### config.mk
export PLATFORM = sky130hd
export DESIGN_NAME = mem_port_arbiter_flat
export DESIGN_NICKNAME = d
export VERILOG_FILES = /design/src/rtl/mem_port_arbiter_if.sv /design/src/rtl/mem_port_arbiter.sv /design/src/flat_wrapper.sv
export SDC_FILE = /design/constraint.sdc
export NUM_CORES = 1
export LEC_CHECK = 0
export CORE_ASPECT_RATIO = 1.5
export CORE_MARGIN = 2
export CORE_UTILIZATION = 30
export CTS_BUF_LIST = sky130_fd_sc_hd__clkbuf_8 sky130_fd_sc_hd__clkbuf_16
export CTS_CLUSTER_DIAMETER = 30
export DETAILED_ROUTE_END_ITERATION = 12
export PLACE_DENSITY = 0.66
export SYNTH_ARGS = -nofsm -noshare
export SYNTH_HDL_FRONTEND = slang
export SYNTH_SLANG_ARGS = --single-unit
### constraint.sdc
create_clock -name clk -period 1.95 [get_ports clk]
set_input_delay 0.39 -clock clk [delete_from_list [all_inputs] [get_ports clk]]
set_output_delay 0.39 -clock clk [all_outputs]
set_load 0.03 [all_outputs]
### src/rtl/mem_port_arbiter_if.sv
// rtl/mem_port_arbiter_if.sv - requester-side and memory-side signal bundle for mem_port_arbiter
interface mem_port_arbiter_if #(
    parameter int AW = 8,
    parameter int DW = 16
);
    logic [2:0]      req;
    logic [2:0]      we;
    logic [3*AW-1:0] addr;
    logic [3*DW-1:0] wdata;
    logic [2:0]      gnt;
    logic [2:0]      done;
    logic [DW-1:0]   rdata;
    logic            busy;
    logic            mem_en;
    logic            mem_we;
    logic [AW-1:0]   mem_addr;
    logic [DW-1:0]   mem_wdata;
    logic [DW-1:0]   mem_rdata;

    modport slave (
        input  req, we, addr, wdata, mem_rdata,
        output gnt, done, rdata, busy, mem_en, mem_we, mem_addr, mem_wdata
    );

    modport master (
        output req, we, addr, wdata, mem_rdata,
        input  gnt, done, rdata, busy, mem_en, mem_we, mem_addr, mem_wdata
    );
endinterface

### src/rtl/mem_port_arbiter.sv
// rtl/mem_port_arbiter.sv - shares the single-port main memory between LSU, stack unit and fetch
// Define MEM_ARB_ROUND_ROBIN_EN for round-robin arbitration; fixed priority 0 > 1 > 2 otherwise.
module mem_port_arbiter #(
    parameter int AW  = 8,
    parameter int DW  = 16,
    parameter int LAT = 2
) (
    input  logic              clk,
    input  logic              rst_n,
    mem_port_arbiter_if.slave bus
);
    typedef enum logic [1:0] {IDLE, ACCESS, RESP} state_t;

    localparam logic [3:0] CNT_INIT = 4'(LAT - 1);

    state_t        state;
    logic [3:0]    cnt;
    logic [1:0]    idx;
    logic [AW-1:0] lat_addr;
    logic          lat_we;
    logic [DW-1:0] lat_wdata;
    logic [2:0]    gnt_q;
    logic [2:0]    done_q;
    logic [DW-1:0] rdata_q;
    logic [1:0]    win;

`ifdef MEM_ARB_ROUND_ROBIN_EN
    logic [1:0] ptr;
    logic [1:0] c0, c1, c2;

    // Search starts just after the last granted requester, wrapping modulo 3.
    always_comb begin
        case (ptr)
            2'd0:    begin c0 = 2'd1; c1 = 2'd2; c2 = 2'd0; end
            2'd1:    begin c0 = 2'd2; c1 = 2'd0; c2 = 2'd1; end
            default: begin c0 = 2'd0; c1 = 2'd1; c2 = 2'd2; end
        endcase
        if (bus.req[c0])      win = c0;
        else if (bus.req[c1]) win = c1;
        else                  win = c2;
    end

    always_ff @(posedge clk or negedge rst_n) begin
        if (!rst_n)
            ptr <= 2'd2;
        else if (state == IDLE && |bus.req)
            ptr <= win;
    end
`else
    always_comb begin
        if (bus.req[0])      win = 2'd0;
        else if (bus.req[1]) win = 2'd1;
        else                 win = 2'd2;
    end
`endif

    always_ff @(posedge clk or negedge rst_n) begin
        if (!rst_n) begin
            state     <= IDLE;
            cnt       <= 4'd0;
            idx       <= 2'd0;
            lat_addr  <= '0;
            lat_we    <= 1'b0;
            lat_wdata <= '0;
            gnt_q     <= 3'b000;
            done_q    <= 3'b000;
            rdata_q   <= '0;
        end else begin
            case (state)
                IDLE: begin
                    done_q <= 3'b000;
                    if (|bus.req) begin
                        idx       <= win;
                        lat_addr  <= bus.addr[int'(win)*AW +: AW];
                        lat_we    <= bus.we[win];
                        lat_wdata <= bus.wdata[int'(win)*DW +: DW];
                        gnt_q     <= 3'b001 << win;
                        cnt       <= CNT_INIT;
                        state     <= ACCESS;
                    end
                end
                ACCESS: begin
                    if (cnt != 4'd0) begin
                        cnt <= cnt - 4'd1;
                    end else begin
                        // mem_rdata is only valid on the final access cycle.
                        if (!lat_we)
                            rdata_q <= bus.mem_rdata;
                        gnt_q  <= 3'b000;
                        done_q <= 3'b001 << idx;
                        state  <= RESP;
                    end
                end
                RESP: begin
                    done_q <= 3'b000;
                    state  <= IDLE;
                end
                default: begin
                    gnt_q  <= 3'b000;
                    done_q <= 3'b000;
                    state  <= IDLE;
                end
            endcase
        end
    end

    // Memory strobes decode the state register so a reset drops them immediately.
    assign bus.mem_en    = (state == ACCESS);
    assign bus.mem_we    = (state == ACCESS) && lat_we;
    assign bus.mem_addr  = (state == ACCESS) ? lat_addr : '0;
    assign bus.mem_wdata = (state == ACCESS) ? lat_wdata : '0;
    assign bus.gnt       = gnt_q;
    assign bus.done      = done_q;
    assign bus.rdata     = rdata_q;
    assign bus.busy      = (state != IDLE);
endmodule

### src/flat_wrapper.sv
// flat-port wrapper written by rule: the top's interface ports become plain ports
module mem_port_arbiter_flat 
#(
    parameter int AW  = 8,
    parameter int DW  = 16,
    parameter int LAT = 2
)
  (clk, rst_n, bus_req, bus_we, bus_addr, bus_wdata, bus_mem_rdata, bus_gnt, bus_done, bus_rdata, bus_busy, bus_mem_en, bus_mem_we, bus_mem_addr, bus_mem_wdata);
  mem_port_arbiter_if #(.AW(AW), .DW(DW)) bus_i ();
  input  logic clk;
  input  logic rst_n;
  input wire logic [$bits(bus_i.req)-1:0] bus_req;
  input wire logic [$bits(bus_i.we)-1:0] bus_we;
  input wire logic [$bits(bus_i.addr)-1:0] bus_addr;
  input wire logic [$bits(bus_i.wdata)-1:0] bus_wdata;
  input wire logic [$bits(bus_i.mem_rdata)-1:0] bus_mem_rdata;
  output wire logic [$bits(bus_i.gnt)-1:0] bus_gnt;
  output wire logic [$bits(bus_i.done)-1:0] bus_done;
  output wire logic [$bits(bus_i.rdata)-1:0] bus_rdata;
  output wire logic [$bits(bus_i.busy)-1:0] bus_busy;
  output wire logic [$bits(bus_i.mem_en)-1:0] bus_mem_en;
  output wire logic [$bits(bus_i.mem_we)-1:0] bus_mem_we;
  output wire logic [$bits(bus_i.mem_addr)-1:0] bus_mem_addr;
  output wire logic [$bits(bus_i.mem_wdata)-1:0] bus_mem_wdata;
  assign bus_i.req = bus_req;
  assign bus_i.we = bus_we;
  assign bus_i.addr = bus_addr;
  assign bus_i.wdata = bus_wdata;
  assign bus_i.mem_rdata = bus_mem_rdata;
  assign bus_gnt = bus_i.gnt;
  assign bus_done = bus_i.done;
  assign bus_rdata = bus_i.rdata;
  assign bus_busy = bus_i.busy;
  assign bus_mem_en = bus_i.mem_en;
  assign bus_mem_we = bus_i.mem_we;
  assign bus_mem_addr = bus_i.mem_addr;
  assign bus_mem_wdata = bus_i.mem_wdata;
  mem_port_arbiter #(.AW(AW), .DW(DW), .LAT(LAT)) u_core (.clk(clk), .rst_n(rst_n), .bus(bus_i));
endmodule
# ---- Yosys cells after proc, flatten, opt, wreduce, memory -nomap -nowiden
# Cells that the tools add are included.
dict set report word_totals {
  ff_bits 55
  input_bits 96
  wordCells 51
}
dict set report op_classes {
  add_sub_neg 1
  order_cmp 1
  n_eq_ne 5
  n_shift 4
  muxes 17
  bitwise 3
  reduce_logical 11
}
# cell n
set op_table {}
lappend op_table {{$shiftx A48 B7 Y16} 1}
lappend op_table {{$shiftx A24 B6 Y8} 1}
lappend op_table {{$mux W16} 1}
lappend op_table {{$mux W3} 4}
lappend op_table {{$pmux W3 S3} 1}
lappend op_table {{$reduce_and A3 Y1} 3}
lappend op_table {{$mux W2} 4}
lappend op_table {{$mux W4} 2}
lappend op_table {{$mux W8} 1}
lappend op_table {{$pmux W4 S2} 1}
lappend op_table {{$shl A1 B2 Y3 const A} 2}
lappend op_table {{$ne A2 B1 Y1 const B} 2}
lappend op_table {{$pmux W2 S2} 1}
lappend op_table {{$reduce_and A2 Y1} 2}
lappend op_table {{$reduce_bool A2 Y1} 2}
lappend op_table {{$reduce_bool A4 Y1} 1}
lappend op_table {{$sub A4 B1 Y4 const B} 1}
lappend op_table {{$lt A2 B3 Y1 const B} 1}
lappend op_table {{$not A1 Y1} 3}
lappend op_table {{$reduce_or A3 Y1} 1}
lappend op_table {{$bmux W1 S2} 1}
lappend op_table {{$eq A2 B1 Y1 const B} 1}
lappend op_table {{$eq A2 B2 Y1 const B} 1}
lappend op_table {{$logic_not A2 Y1} 1}
lappend op_table {{3 further kinds} 3}

# ---- Depth between registers and ports, before layout
# Gate-level depths: netlist (run 1).
dict set report depth {
  ltp_word 5
  depth_mapped 7
  mapped_depth_nobuf 5
}

# ---- Worst setup path before layout (run 1)
# OpenSTA, ideal clock, no wires.
dict set report synth_timing {
  path_kind {register to register}
  from {register u_core.cnt[0]}
  to {register u_core.rdata_q[0] (netlist: u_core.bus.rdata[0])}
  arrival_time_ns 1.882
  required_time_ns 1.825
  path_slack_ns -0.057
  path_stages_with_launch 8
  path_cell_list {dfrtp_1 > inv_1 > ha_1 > or2b_1 > or4_4 > buf_6 > buf_12 > mux2_4}
}
dict set report synth_between {
  elab_chain_cells 3
}
# element line
set synth_lines {}
lappend synth_lines {{start: declaration} mem_port_arbiter.sv:17} ;# logic [3:0] cnt;
lappend synth_lines {{start signal: assignment} mem_port_arbiter.sv:84} ;# cnt <= cnt - 4'd1;
lappend synth_lines {{$reduce_bool A4 Y1} mem_port_arbiter.sv:83} ;# if (cnt != 4'd0) begin
lappend synth_lines {{$not A1 Y1 (no line)} --}
lappend synth_lines {{$reduce_and A3 Y1 (no line)} --}
lappend synth_lines {{end signal: assignment} mem_port_arbiter.sv:88} ;# rdata_q <= bus.mem_rdata;
lappend synth_lines {{end: declaration} mem_port_arbiter.sv:24} ;# logic [DW-1:0] rdata_q;
# No other way between the ends.
# A chain may end at the register's enable or synchronous reset.

# ---- Worst setup path in the final report (run 1)
dict set report layout_timing {
  from {register u_core.cnt[0]}
  to {register u_core.rdata_q[4] (netlist: u_core.bus.rdata[4])}
}
# The elaborated chain is that of the path after synthesis.

==> results.tsv, run 1 <==
stage	metric	value	unit
outcome	status	complete, but fails checks	
outcome	violations	DRC	
placement	dp.cells	530	
cts	htreeDepth	2	
sta	setup_violations	0	
sta	slew_viol_final	0	
critical_path	endpoint_kind	flop	
drt	drt_iter0_markers	86	
placement	hpwl	5938	um
cts	cts_root_buf	clkbuf_16	
pwr	power	7.514	mW
pwr	pwr_density_cell	1575	mW/mm2
layout	layout.nets	524	
sta	slew_headroom	71.07	%
floorplanning	die_width	85.76	um
placement	place_area	0.004587	mm2
floorplanning	die-area	0.01086	mm2
cts	cts_hold_buf	0	
logic_synthesis	avgSynthCellArea	10.82	um2
floorplanning	initial_utilization	30.87	%
placement	io_buffers	144	
grt	grt_pass1_wl	12970	um
drt	viasPerCell	4.768	
critical_path	critPathMaxFanout	8	
sta	fin_crit_sh	97.87	%
drt	routed.top_layer	met4	
sta	period_minus_slack	1.908	ns
grt	globalRouteTotalUtil	14.98	%
sta	skew	0.002954	ns
floorplanning	core_area	0.009744	mm2
drt	wl_per_cell	14.64	um
critical_path	critPathKind	flop to flop	
logic_synthesis	synth_area	0.003008	mm2
logic_synthesis	synth-seq-area-share	45.76	%
layout	area_delta_synth_final	58.61	%
critical_path	start_kind	flop	
logic_synthesis	ys_async_sr_fraction	100.0	%
grt	grt_pass1_vias	2677	
cts	cts_inserted_buffers	5	
drt	wl_met3	590	um
logic_synthesis	synth_nets	376	
sta	hold_viol	0	
drt	dr_wl_met2	4172	um
logic_synthesis	synth_flop_cell	dfrtp_1	
critical_path	required	2.13	ns
placement	place_congestion	0.7619	
grt	grt_max_degree	56	
floorplanning	num_rows	44	
logic_synthesis	ys_top_cells_by_area	dfrtp_1 (46%), mux2_2 (12%), mux2i_1 (8.3%)	
drt	wl_met1	3070	um
pwr	ir_drop	0.7181	mV
pwr	leakage	2.105	nW
sta	tightest_slew	0.4306	ns
logic_synthesis	synthDistinctLibCells	38	
cts	cts_max_path_buffers	2	
drt	vias	2584	
floorplanning	ios	145	
floorplanning	die_h	126.6	um
drt	routed_wl	7936	um
logic_synthesis	synth_cells	278	
grt	antenna_found_initial	0	
layout	drive_above_1_share	24.82	%
logic_synthesis	yosysWarnings	0	
run	drv_cap	0	
logic_synthesis	synth_top_area_cell	dfrtp_1	
layout	postLayoutCellArea	0.004771	mm2
layout	final_util	48.96	%
drt	drc	8	
sta	max_freq	0.5240	GHz
grt	grt_overflow	0	
cts	cts_tree	yes	
layout	diodes	0	
critical_path	crit_arrival	2.09	ns
sta	rsz0062_at_grt	true	
drt	drt_pass1_iterations	8	
logic_synthesis	synth-edff-count	0	
drt	drtAntennaViolNets	0	
logic_synthesis	synth_top_area_share	45.76	%
cts	clk_pin_slew	0.07	ns
cts	clock_sinks	55	
hold_path	hold_class	input port to asynchronous set/reset pin	
sta	hold-worst-slack	0.08189	ns
layout	stdcell_count	542	
logic_synthesis	ys_ff_latch	55	
cts	clk_latency	0.29	ns
-- synth_stat cells (all sizes together) (2+ instances only) --
| cell type | number |
|---|---|
| nand4b | 2 |
| o21bai | 2 |
| mux2 | 41 |
| buf | 9 |
| mux2i | 25 |
| nand2b | 2 |
| nand2 | 28 |
| nand3b | 2 |
| o2bb2ai | 2 |
| ha | 2 |
| dfrtp | 55 |
| o21ai | 28 |
| nand3 | 3 |
| nor3 | 4 |
| nor2 | 9 |
| and2 | 25 |
| a21oi | 8 |
| clkbuf | 10 |
| inv | 7 |
-- flip-flops by register name (all words and copies together) (netlist names) --
register          flops
u_core.bus.rdata     16
u_core.lat_wdata     16
u_core.lat_addr       8
u_core.cnt            4
u_core.bus.done       3
u_core.bus.gnt        3
u_core.idx            2
u_core.state          2
u_core.lat_we         1
-- timing repair --
item,4_1_cts,5_1_grt
gates cloned,0,1
setup buffers,0,3
endpoints found under the setup margin,23,36
gates resized for setup,3,3
-- layout by cell type (no fill, tap or decap), drive strengths merged, types with 3 or more instances in the layout --
cell type and n:
clkdlybuf4s50 114, dfrtp 55, buf 44, mux2 41
o21ai 28, nand2 28, mux2i 25, and2 25
nor2 9, a21oi 8, inv 7, clkbuf 5
nor3 4, nand3 3
-- cell families after synthesis --
family | Yosys count | synth area share [%]
AND/OR/NAND/NOR | 82 | 14.68
buffers and inverters | 26 | 4.742
AO/OA/AOI/OAI | 47 | 9.068
flip-flops | 55 | 45.76
multiplexers | 66 | 24.92
adder cells (fa/ha/maj) | 2 | 0.8318
-- worst max-delay path, stage by stage, from the launching register on --
cell	delay, ns
dfrtp_1	0.39
inv_2	0.10
ha_4	0.14
or2b_1	0.27
or4_4	0.55
mux2_4	0.34
-- where the power goes --
part	total (mW)	internal, mW	switching (mW)	leakage, nW
logic	4.60	2.25	2.35	1.37
registers	2.03	1.70	0.325	0.666
clock network	0.887	0.474	0.413	0.0658
total	7.51	4.42	3.09	2.11
-- metrics by stage --
stage	TNS (ns)	setup WS, ns
after floorplan	0	0.006098
after global placement	0	0.08832
after detailed placement	0	0.03489
after CTS	0	0.01239
after global routing	-0.06173	-0.01379
final	0	0.04161
-- area by class of cell --
| class | count | area (um2) |
|---|---|---|
| multi-input combinational | 198 | 1515 |
| fill | 887 | 4974 |
| clock buffer | 5 | 125.1 |
| sequential | 55 | 1378 |
| inverter | 7 | 28.78 |
| clock inverter | 3 | 20.02 |
| tap | 115 | 143.9 |
| timing repair buffer | 159 | 1560 |
-- path summary, 6_finish.rpt --
check | start | end | slack (ns) | depth (start not counted)
setup / recovery | u_core.cnt[0] | u_core.bus.rdata[4] | 0.04 | 5
hold / removal | rst_n | u_core.idx[0] | 0.08 | 2
setup reg to reg | u_core.cnt[0] | u_core.bus.rdata[4] | 0.04 | 5
hold reg to reg | u_core.lat_addr[5] | u_core.lat_addr[5] | 0.50 | 1
max in group asynchronous | rst_n | u_core.state[0] | 1.61 | 2
min in group clk | u_core.lat_addr[5] | u_core.lat_addr[5] | 0.50 | 1
-- per-layer routing --
layer  vias to the layer above  global-route usage (%)
met5                         -                       0
met4                         0                   3.641
met3                         7                   4.489
met2                       100                   26.38
met1                      1207                   17.71
li1                       1270                       -
Note: power is estimated with default switching activity, not from simulation.
==> run 2: changes to the inputs <==
--- a/config.mk
+++ b/config.mk
@@ -11,7 +11,6 @@
 export CTS_BUF_LIST = sky130_fd_sc_hd__clkbuf_8 sky130_fd_sc_hd__clkbuf_16
 export CTS_CLUSTER_DIAMETER = 30
 export DETAILED_ROUTE_END_ITERATION = 12
-export PLACE_DENSITY = 0.66
 export SYNTH_ARGS = -nofsm -noshare
 export SYNTH_HDL_FRONTEND = slang
 export SYNTH_SLANG_ARGS = --single-unit
==> constraint.sdc (replaced) <==
create_clock -name clk -period 1.95 [get_ports clk]
set_input_delay 0.39 -clock clk [delete_from_list [all_inputs] [get_ports clk]]
set_output_delay 0.39 -clock clk [all_outputs]
set_load 0.01 [all_outputs]
==> run 2 against run 1 <==
  * Power is 13% lower
  * Combinational power is 22% lower
  * First-iteration DRC count is 36% higher
  * Clock-buffer cell count stayed put
  * Largest cell class unchanged
  * Largest power group unchanged
  * Worst hold slack worse by 0.0095 ns
  * Critical path type unchanged
  * The run still ends with DRC left
==> results.tsv, run 2 (synthesis gave the netlist of run 1 again) <==
stage	metric	value	unit
layout	multi_input_area	0.001515	mm2
layout	final_util	49.23	%
cts	clk_pin_slew	0.07	ns
sta	tightest_slew	0.4724	ns
sta	slew_viol_final	0	
drt	wl_per_cell	15.10	um
layout	layout.nets	526	
sta	fin_ws	0.03356	ns
run	drv_cap	0	
cts	clock_sinks	55	
placement	place_ws	0.02077	ns
placement	dp.cells	533	
drt	drc	8	
critical_path	start_kind	flop	
sta	slew_headroom	68.51	%
placement	place_area	0.004624	mm2
drt	vias	2565	
floorplanning	num_rows	44	
critical_path	r2r_slack	0.03	ns
cts	cts_max_path_buffers	2	
grt	antenna_found_initial	0	
critical_path	required	2.13	ns
sta	skew	0.01037	ns
floorplanning	core_area	0.009744	mm2
layout	mostFrequentLayoutCells	clkdlybuf4s50_1 (114), dfrtp_1 (55), mux2_2 (31)	
cts	cts_root_buf	clkbuf_16	
outcome	status	complete, but fails checks	
placement	place_congestion	0.7412	
grt	grt_pass1_wl	13030	um
pwr	ir_drop	0.5420	mV
sta	rsz0062_at_grt	true	
layout	area_delta_synth_final	59.48	%
floorplanning	die_h	126.6	um
layout	stdcell_count	544	
grt	grt_overflow	0	
floorplanning	ios	145	
outcome	violations	DRC	
sta	hold_viol	0	
grt	globalRouteTotalUtil	15.21	%
layout	drive_above_1_share	21.21	%
sta	period_minus_slack	1.916	ns
floorplanning	die_width	85.76	um
grt	grt_max_degree	56	
cts	htreeDepth	2	
drt	viasPerCell	4.715	
layout	diodes	0	
drt	drt_pass1_iterations	9	
placement	io_buffers	144	
grt	grt_pass1_vias	2609	
cts	cts_inserted_buffers	5	
hold_path	hold_class	input port to asynchronous set/reset pin	
placement	hpwl	6043	um
drt	drtAntennaViolNets	0	
cts	cts_tree	yes	
layout	postLayoutCellArea	0.004797	mm2
floorplanning	initial_utilization	30.87	%
drt	drt_iter0_markers	117	
critical_path	critPathMaxFanout	8	
critical_path	endpoint_kind	flop	
layout	mostFrequentLayoutCell	clkdlybuf4s50_1	
drt	routed_wl	8213	um
sta	setup_violations	0	
sta	fin_tns_setup	0	ns
critical_path	critPathKind	flop to flop	
cts	cts_hold_buf	0	
pwr	power	6.522	mW
pwr	pwr_density_cell	1360	mW/mm2
sta	max_freq	0.5218	GHz
layout	fillers	900	
layout	regArea	0.001376	mm2
sta	fin_crit_sh	98.28	%
sta	hold-worst-slack	0.07234	ns
critical_path	crit_arrival	2.09	ns
cts	clk_latency	0.30	ns
pwr	leakage	2.125	nW
floorplanning	die-area	0.01086	mm2
## run 2: cell count changes in the layout (fill, tap and decap cells not counted), sizes merged
| cell | change |
|---|---|
| buf | -23 |
| clkdlybuf4s15 | +9 |
| clkinv | +1 |
| clkinvlp | -2 |
| dlygate4sd2 | +16 |
| inv | +1 |
## run 2: worst paths after layout
kind | from | endpoint | cells past startpoint
setup / recovery | u_core.cnt[0] | u_core.bus.rdata[14] | 5
hold / removal | rst_n | u_core.lat_wdata[9] | 2
setup reg to reg | u_core.cnt[0] | u_core.bus.rdata[14] | 5
hold reg to reg | u_core.lat_wdata[1] | u_core.lat_wdata[1] | 1
max in group asynchronous | rst_n | u_core.state[1] | 2
min in group clk | u_core.lat_wdata[1] | u_core.lat_wdata[1] | 1
## run 2: metal layers
| layer | GRT usage (%) | vias to the layer above | share of wire, % |
|---|---|---|---|
| met5 | 0 | - | 0 |
| met2 | 27.90 | 91 | 55 |
| li1 | - | 1264 | - |
| met1 | 16.61 | 1200 | 36 |
| met3 | 4.034 | 10 | 7.0 |
| met4 | 5.229 | 0 | 1.9 |
## run 2: what timing repair did
| action | 4_1_cts | 5_1_grt |
|---|---|---|
| pin swaps | 0 | 0 |
| setup endpoints to repair | 27 | 26 |
| resized for setup | 49 | 5 |
| gates cloned | 0 | 1 |
| setup buffers | 2 | 0 |
## run 2: cell type report
class | count | area share (%)
clock buffers | 5 | 2.608
clock inverters | 3 | 0.4695
inverters | 7 | 0.5477
multi-input cells | 198 | 31.59
flip-flops and latches | 55 | 28.69
well taps | 115 | 2.999
repair buffers | 161 | 33.10
## run 2: report_power, final
part	total (mW)	internal (mW)	switching [mW]
clock	0.903	0.481	0.421
sequential	2.01	1.70	0.315
combinational	3.61	2.12	1.49
## run 2: critical path, cell delays in order (launching register included)
cell and delay, ns:
dfrtp_1 0.40, inv_2 0.10, ha_4 0.14, or2b_1 0.27, or4_4 0.55, mux2_4 0.34
